[src/rtl/mux4_rr_scheduler_pkg.sv]
`default_nettype none
// ============================================================================
// Module  : mux4_rr_scheduler_pkg
// Brief   : Shared encodings and helpers for the 4-way round-robin mux scheduler
// Revision: 1.0 - initial release
// ============================================================================
package mux4_rr_scheduler_pkg;

  localparam int IDX_W = 2;
  localparam int N_REQ = 4;

  typedef enum logic [0:0] {
    ST_IDLE  = 1'b0,
    ST_GRANT = 1'b1
  } state_t;

  // Pointer reset value: requester 0 wins the first search after reset
  localparam logic [IDX_W-1:0] PTR_RST = 2'b11;

  function automatic logic [N_REQ-1:0] onehot(input logic [IDX_W-1:0] idx);
    return N_REQ'(1) << idx;
  endfunction

endpackage
`default_nettype wire

[src/rtl/mux4_rr_scheduler_mux4.sv]
`default_nettype none
// ============================================================================
// Module  : mux4
// Brief   : Structural single-bit 4:1 mux datapath
// Revision: 1.0 - initial release
// ============================================================================
module mux4 (
  input  logic [3:0] d,
  input  logic [1:0] s,
  output logic       y
);

  logic w_lo;
  logic w_hi;

  assign w_lo = s[0] ? d[1] : d[0];
  assign w_hi = s[0] ? d[3] : d[2];
  assign y    = s[1] ? w_hi : w_lo;

endmodule
`default_nettype wire

[src/rtl/mux4_rr_scheduler_rr_pick4.sv]
`default_nettype none
// ============================================================================
// Module  : rr_pick4
// Brief   : Combinational first-set search over 4 requests starting at base
// Revision: 1.0 - initial release
// ============================================================================
module rr_pick4
  import mux4_rr_scheduler_pkg::*;
(
  input  logic [N_REQ-1:0] req,
  input  logic [IDX_W-1:0] base,
  output logic             found,
  output logic [IDX_W-1:0] idx
);

  logic [IDX_W-1:0] w_cand;

  // Scan from the farthest offset down so the nearest hit is written last
  always_comb begin
    found  = 1'b0;
    idx    = base;
    w_cand = base;
    for (int k = N_REQ - 1; k >= 0; k--) begin
      w_cand = base + IDX_W'(k);
      if (req[w_cand]) begin
        found = 1'b1;
        idx   = w_cand;
      end
    end
  end

endmodule
`default_nettype wire

[src/rtl/mux4_rr_scheduler.sv]
`default_nettype none
// ============================================================================
// Module  : mux4_rr_scheduler
// Brief   : Round-robin select sequencer with bounded hold for a shared 4:1 mux
// Revision: 1.0 - initial release
// ============================================================================
module mux4_rr_scheduler
  import mux4_rr_scheduler_pkg::*;
#(
  parameter int HOLD = 2,
  parameter int CW   = 4
) (
  input  logic             clk,
  input  logic             rst_n,
  input  logic [N_REQ-1:0] req,
  input  logic [N_REQ-1:0] D,
  output logic [IDX_W-1:0] S,
  output logic [N_REQ-1:0] gnt,
  output logic             y,
  output logic             y_valid,
  output logic             busy
);

  localparam logic [CW-1:0] c_reload = CW'(HOLD - 1);

  state_t           r_state;
  logic [IDX_W-1:0] r_last;
  logic [CW-1:0]    r_cnt;

  logic [IDX_W-1:0] w_base;
  logic             w_found;
  logic [IDX_W-1:0] w_idx;
  logic             w_mux_y;
  logic             w_cur_req;
  logic             w_release;

  assign w_base    = (r_state == ST_GRANT) ? (S + 2'd1) : (r_last + 2'd1);
  assign w_cur_req = req[S];
  assign w_release = (r_cnt == '0) || !w_cur_req;
  assign busy      = (r_state == ST_GRANT);

  rr_pick4 u_pick (
    .req   (req),
    .base  (w_base),
    .found (w_found),
    .idx   (w_idx)
  );

  mux4 u_mux (
    .d (D),
    .s (S),
    .y (w_mux_y)
  );

  always_ff @(posedge clk or negedge rst_n) begin
    if (!rst_n) begin
      r_state <= ST_IDLE;
      r_last  <= PTR_RST;
      r_cnt   <= '0;
      S       <= '0;
      gnt     <= '0;
      y       <= 1'b0;
      y_valid <= 1'b0;
    end else begin
      case (r_state)
        ST_IDLE: begin
          y_valid <= 1'b0;
          gnt     <= '0;
          if (w_found) begin
            r_state <= ST_GRANT;
            S       <= w_idx;
            gnt     <= onehot(w_idx);
            r_cnt   <= c_reload;
            r_last  <= w_idx;
          end
        end
        ST_GRANT: begin
          y       <= w_mux_y;
          y_valid <= w_cur_req;
          if (!w_release) begin
            r_cnt <= r_cnt - CW'(1);
          end else if (w_found) begin
            // Back-to-back handover: no idle cycle between grants
            S      <= w_idx;
            gnt    <= onehot(w_idx);
            r_cnt  <= c_reload;
            r_last <= w_idx;
          end else begin
            r_state <= ST_IDLE;
            gnt     <= '0;
          end
        end
        default: begin
          r_state <= ST_IDLE;
          gnt     <= '0;
        end
      endcase
    end
  end

endmodule
`default_nettype wire

[config.mk]
export PLATFORM = sky130hd
export DESIGN_NAME = mux4_rr_scheduler
export DESIGN_NICKNAME = d
export VERILOG_FILES = /design/src/rtl/mux4_rr_scheduler_pkg.sv /design/src/rtl/mux4_rr_scheduler_mux4.sv /design/src/rtl/mux4_rr_scheduler_rr_pick4.sv /design/src/rtl/mux4_rr_scheduler.sv
export SDC_FILE = /design/constraint.sdc
export NUM_CORES = 1
export LEC_CHECK = 0
export CORE_ASPECT_RATIO = 1.25
export CORE_MARGIN = 8
export CORE_UTILIZATION = 40
export CTS_BUF_LIST = sky130_fd_sc_hd__clkbuf_8
export DETAILED_ROUTE_END_ITERATION = 16
export PLACE_DENSITY = 0.76
export SETUP_SLACK_MARGIN = 0.3
export SLEW_MARGIN = 20
export SYNTH_ARGS = -nofsm -noshare
export SYNTH_HDL_FRONTEND = slang
export SYNTH_HIERARCHICAL = 1
export SYNTH_SLANG_ARGS = --single-unit
[constraint.sdc]
create_clock -name clk -period 2.7 [get_ports clk]
set_input_delay 0.54 -clock clk [delete_from_list [all_inputs] [get_ports clk]]
set_output_delay 0.54 -clock clk [all_outputs]
set_load 0.005 [all_outputs]
# Yosys cells after proc, flatten, opt, wreduce, memory -nomap -nowiden
# Cells that the tools add are included.
[totals]
reg_bits = 15
wordCells = 62
in_bits = 10
out_inout_bits = 9
[classes]
n_eq_ne = 1
reduce_logical = 3
mux = 38
add_sub_neg = 6
n_lt_le_gt_ge = 5
shifts = 1
n_bitwise = 1
[ops]
columns = ["cell", "count"]
rows = [
  ["2-bit two-way mux", 9],
  ["4-bit two-way mux", 4],
  ["4-bit case mux with 2 select lines", 2],
  ["2-bit by 3-bit < comparator with 1-bit output (second input constant)", 5],
  ["1-bit two-way mux", 14],
  ["1-bit binary-select mux with 2-bit select", 5],
  ["2-bit case mux with 2 select lines", 2],
  ["2-bit by 1-bit adder with 2-bit output (second input constant)", 3],
  ["2-bit adder (second input constant)", 2],
  ["4-bit zero test", 1],
  ["1-bit case mux with 2 select lines", 2],
  ["1-bit by 2-bit << shifter with 4-bit output (first input constant)", 1],
  ["4-bit by 1-bit subtractor with 4-bit output (second input constant)", 1],
  ["2-bit by 1-bit != test with 1-bit output (second input constant)", 1],
  ["1-bit zero test", 1],
  ["1-bit logical OR", 1],
  ["1-bit NOT", 1],
]

# Logic depth before layout (Yosys ltp)
[depth]
word_depth = 13
depth_mapped = 8
ltp_nobuf = 8

# Modules after synthesis
# The synthesis kept the hierarchy.
[by_module_without_submodules]
columns = ["module", "area_per_inst_um2", "n_inst", "cells_per_inst", "seq_area_each_um2"]
rows = [
  ["mux4_rr_scheduler", 777.0, 1, 58, 377.9],
  ["rr_pick4", 100.1, 1, 16, 0.0],
  ["mux4", 22.5, 1, 1, 0.0],
]

# Worst setup path before layout
# OpenSTA, ideal clock, no wires.
[synth_timing]
path_kind = "reg-to-reg"
startpoint = "register r_state, in the netlist busy"
endpoint = "register gnt[1]"
t_arrival_ps = 2094
path_slack_ps = 481
period_less_slack_ps = 2219
setup_ps = 125
n_path_buf = 0
stages_incl_launch_ff = 8
required_time_ps = 2575
path_cell_list = "dfrtp_1 mux2i_1 xor2_1 and3b_1 or4_1 nand2_1 and3b_1 mux2_4"
[synth_via]
elab_chain_cells = 12
elab_cells_between_ends = 26
classes_between = "add/sub: 3; eq/ne: 1; shift: 1; mux: 20; bitwise: 1"
[synth_rtl]
columns = ["item", "line", "rtl"]
rows = [
  ["from (decl)", "mux4_rr_scheduler.sv:26", "state_t r_state;"],
  ["from (signal assigned)", "mux4_rr_scheduler.sv:57", "r_state <= ST_IDLE;"],
  ["from (signal assigned)", "mux4_rr_scheduler.sv:70", "r_state <= ST_GRANT;"],
  ["from (signal assigned)", "mux4_rr_scheduler.sv:89", "r_state <= ST_IDLE;"],
  ["2-bit two-way mux (*)", "mux4_rr_scheduler.sv:37", "assign w_base = (r_state == ST_GRANT) ? (S + 2'd1) : (r_last + 2'd1);"],
  ["via w_base[0]", "mux4_rr_scheduler.sv:30", "logic [IDX_W-1:0] w_base;"],
  ["2-bit adder", "mux4_rr_scheduler_rr_pick4.sv:24", "w_cand = base + IDX_W'(k);"],
  ["1-bit binary-select mux with 2-bit select", "mux4_rr_scheduler_rr_pick4.sv:25", "if (req[w_cand]) begin"],
  ["1-bit two-way mux (not written as such)", "mux4_rr_scheduler_rr_pick4.sv:25", ""],
  ["2-bit two-way mux (3 in a row)", "mux4_rr_scheduler_rr_pick4.sv:25", ""],
  ["2-bit two-way mux (*)", "mux4_rr_scheduler_rr_pick4.sv:25", ""],
  ["via w_idx[1]", "mux4_rr_scheduler.sv:32", "logic [IDX_W-1:0] w_idx;"],
  ["1-bit by 2-bit << shifter with 4-bit output (*)", "mux4_rr_scheduler_pkg.sv:21", "return N_REQ'(1) << idx;"],
  ["4-bit two-way mux (*)", "mux4_rr_scheduler.sv:69, mux4_rr_scheduler.sv:82", ""],
  ["4-bit two-way mux", "mux4_rr_scheduler.sv:80", "if (!w_release) begin"],
  ["4-bit case mux with 2 select lines (*)", "mux4_rr_scheduler.sv:65", "case (r_state)"],
  ["to (signal assigned)", "mux4_rr_scheduler.sv:72", "gnt <= onehot(w_idx);"],
  ["to (signal assigned)", "mux4_rr_scheduler.sv:85", "gnt <= onehot(w_idx);"],
  ["to (decl)", "mux4_rr_scheduler.sv:18", "output logic [N_REQ-1:0] gnt,"],
]
# The timed path passes the listed nets; every way through them passes the cells marked *. The select of a mux whose other input is x is not followed.
# A chain may end at the register's enable or synchronous reset.

# Worst setup path in the final report
# Ends and elaborated chain as after synthesis.

==> results.toml <==
[placed_design]
i_o_buffers = 18
hpwlAfterDp_mm = 1.49
placement.setup.worst_slack_ns = 0.183
dp_cells = 124
globalplace.congestion = 0.771

[logic_synthesis]
netlist.area_leader.share = 0.362
ys_warnings = 6
synth_seq_area_share = 0.420
net_count_of_the_mapped_netlist = 86
synth.avg_cell_area_um2 = 12.0
total_of_flip_flops_plus_latches_after_synthesis = 15
syn_area_um2 = 900
synth_cell_type_count = 32
netlist_top_cells_count = "sky130_fd_sc_hd__dfrtp_1, sky130_fd_sc_hd__mux2i_1, sky130_fd_sc_hd__mux2_4"
async_reset_ff_frac = 1.00
yosys.area.top_type = "sky130_fd_sc_hd__dfrtp_1"
synthFlopType = "sky130_fd_sc_hd__dfrtp_1"
netlist_top_cells_area = "sky130_fd_sc_hd__dfrtp_1, sky130_fd_sc_hd__mux2_4, sky130_fd_sc_hd__mux2i_1, sky130_fd_sc_hd__dfstp_2, sky130_fd_sc_hd__mux4_2"
number_of_cells_produced_by_synthesis = 75
synth_most_common_cell = "sky130_fd_sc_hd__dfrtp_1"
synth-edff-count = 0

[worst_hold_path]
worst_hold_path.num_cells = 1
hp-start = "r_cnt[0]"
min_to = "r_cnt[0]"
holdCritPathClass = "reg2reg"

[setup_path]
setup.worst_path.class = "reg2reg"
critPathMaxStageDelay_ns = 0.49
crit_arrival_ns = 2.42
rr_startpoint = "busy"
crit_start = "busy"
path_cells = "mux2i_4 -> xor2_2 -> and3b_1 -> or4_1 -> nand2_2 -> and3b_1 -> mux2_4"
rr_endpoint = "gnt[1]"
timing.reg2reg.worst_path_depth = 7
worstPathMaxFanout = 6
crit_path_frequent_cell = "sky130_fd_sc_hd__and3b_1"
crit_required_ns = 2.83
crit_path_start_kind = "flip-flop"
timing.reg2reg.setup_slack_ns = 0.41
critical_path.endpoint_type = "flip-flop"
worst_path_max_delay_cell = "sky130_fd_sc_hd__or4_1"

[layout]
num_antenna_cells = 0
syn_to_final_growth_pct = 32.4
finalNetCount = 109
final_cell_count_no_fill = 128
share_of_final_layout_standard_cells_stronger_than_drive_strength_1 = 0.258
nFillCells = 186

[global_route]
vias_in_the_first_global_route = 708
global_route_wire_length_before_repair_mm = 3.47
globalRoute.busiestLayer = "met2"
globalRoute.totalOverflow = 0
grt_antenna_before_repair = 0
globalRouteMet3Util = 0.0315
grtUsageTotal = 0.107
grt_max_degree = 16
grt.met2_usage = 0.177
globalRouteMet1Util = 0.122

[routing]
wire_per_inst_um = 15.9
viasPerCell = 5.18
drtIter0Drc = 13
drcViolationCount = 0
drt_first_pass_iters = 4
antenna_violating_nets_post_route = 0
routed-via-count = 663
wl_mm = 2.04

[floorplanning]
row_count = 19
core_area_mm2 = 0.00216
floorplan.die_area_mm2 = 0.00403
die_w_um = 58.4
io_pins = 19
die_h_um = 69.0
effective_utilization_at_floorplan = 0.416

[clock_network]
cts_buffer_depth = 2
worst_setup_hold_path_clk_slew_ns = 0.06
cts_setup_buffers = 0
clock_sink_count = 15
clkLatencyLatePin_ns = 0.24
cts_made_buffers = 3
htree_num_levels = 1
cts_hold_repair.buffers = 0
clock_tree_from_tritoncts = "done"
clock_tree_root = "sky130_fd_sc_hd__clkbuf_8"

[power_and_ir_drop]
vdd_ir_drop_max_mv = 0.606
p_total_uw = 1380
static-leakage-power_uw = 0.000543
power.density_cell_area_mw_per_mm2 = 1160

[outcome]
status = "completed"

[sta]
relSlewSlack = 0.551
period_needed_ns = 2.29
final.hold.worst_slack_ns = 0.508
hold_viol = 0
max_slew_violation_count = 0
worst_pin_slew_ns = 0.671
setup-violations-final = 0
rsz0062_at_grt = "false"
setup_tns_ns = 0
setup_ws_ns = 0.413
final_min_period_over_clock_period = 0.847
timing.clock.skew_ns = 0.00609
max_freq_ghz = 0.437

[flow_run]
drv_cap = 0
==> report_power, final <==
part,switching [µW],total (µW),internal [µW]
Clock,76.3,177,100
Combinational,337,797,461
Sequential,79.4,406,327
==> flip-flops by register name (all words and copies together), names as in the netlist <==
register  flops
S             2
busy          1
gnt           4
r_cnt         4
r_last        2
y             1
y_valid       1
==> layout make-up <==
cell class / count / area (µm²) / area share
clock buffer: 3 / 41.3 / 0.0347
clock inverter: 1 / 3.75 / 0.00315
inverter: 4 / 15.0 / 0.0126
multi-input combinational: 55 / 526 / 0.441
sequential: 15 / 379 / 0.318
tap: 31 / 38.8 / 0.0326
timing repair buffer: 19 / 188 / 0.158
==> metal layers <==
layer | wire [µm] | share of wire | vias up
li1 | - | - | 318
met1 | 851 | 0.42 | 322
met2 | 1040 | 0.51 | 21
met3 | 119 | 0.058 | 2
met4 | 29 | 0.014 | 0
met5 | 0 | 0 | -
==> logic make-up after synthesis <==
family          share of synthesized area
compound gates                      0.120
mux                                 0.243
buf+inv                            0.0209
flops                               0.420
fa+ha+maj                          0.0139
simple gates                        0.172
xor+xnor                          0.00974
==> how the worst max path moves through the flow <==
stage                         to  depth (start not counted)
final                     gnt[1]                          7
after global routing      gnt[1]                          7
after CTS                 gnt[1]                          7
after detailed placement  gnt[1]                          6
after global placement    gnt[1]                          6
after floorplan           gnt[1]                          7
==> critical path, delay by kind of cell (launching register included) <==
kind / cells / cell delay [ns]
and+or+nand+nor: 4 / 1.01
muxes: 2 / 0.48
DFF: 1 / 0.46
xor gates and xnor gates: 1 / 0.23
==> per-stage QoR <==
stage           util  instance area [µm²]
5_1_grt        0.551                 1190
3_3_place_gp   0.519                 1120
2_1_floorplan      -                  900
4_1_cts        0.549                 1190
3_5_place_dp   0.519                 1120
6_report       0.551                 1190
==> layout by cell type, fill, tap and decap left out, types with 2 or more instances in the layout <==
master,count
sky130_fd_sc_hd__a32o_1,2
sky130_fd_sc_hd__and2b_2,2
sky130_fd_sc_hd__and3b_1,2
sky130_fd_sc_hd__clkbuf_8,3
sky130_fd_sc_hd__clkdlybuf4s50_1,18
sky130_fd_sc_hd__dfrtp_1,12
sky130_fd_sc_hd__dfstp_2,2
sky130_fd_sc_hd__inv_1,5
sky130_fd_sc_hd__mux2_4,7
sky130_fd_sc_hd__mux2i_1,7
sky130_fd_sc_hd__nand2_1,3
sky130_fd_sc_hd__nand2b_1,3
sky130_fd_sc_hd__nor2_1,4
sky130_fd_sc_hd__nor3_1,2
sky130_fd_sc_hd__nor3b_1,2
sky130_fd_sc_hd__o21ai_0,2
==> repair_timing <==
| item | 4_1_cts | 5_1_grt |
|---|---|---|
| gates cloned | 0 | 0 |
| setup endpoints to repair | 1 | 2 |
| endpoints found under the hold margin | 0 | 0 |
| resized for setup | 3 | 2 |
Power figures use the tool's default switching activity.
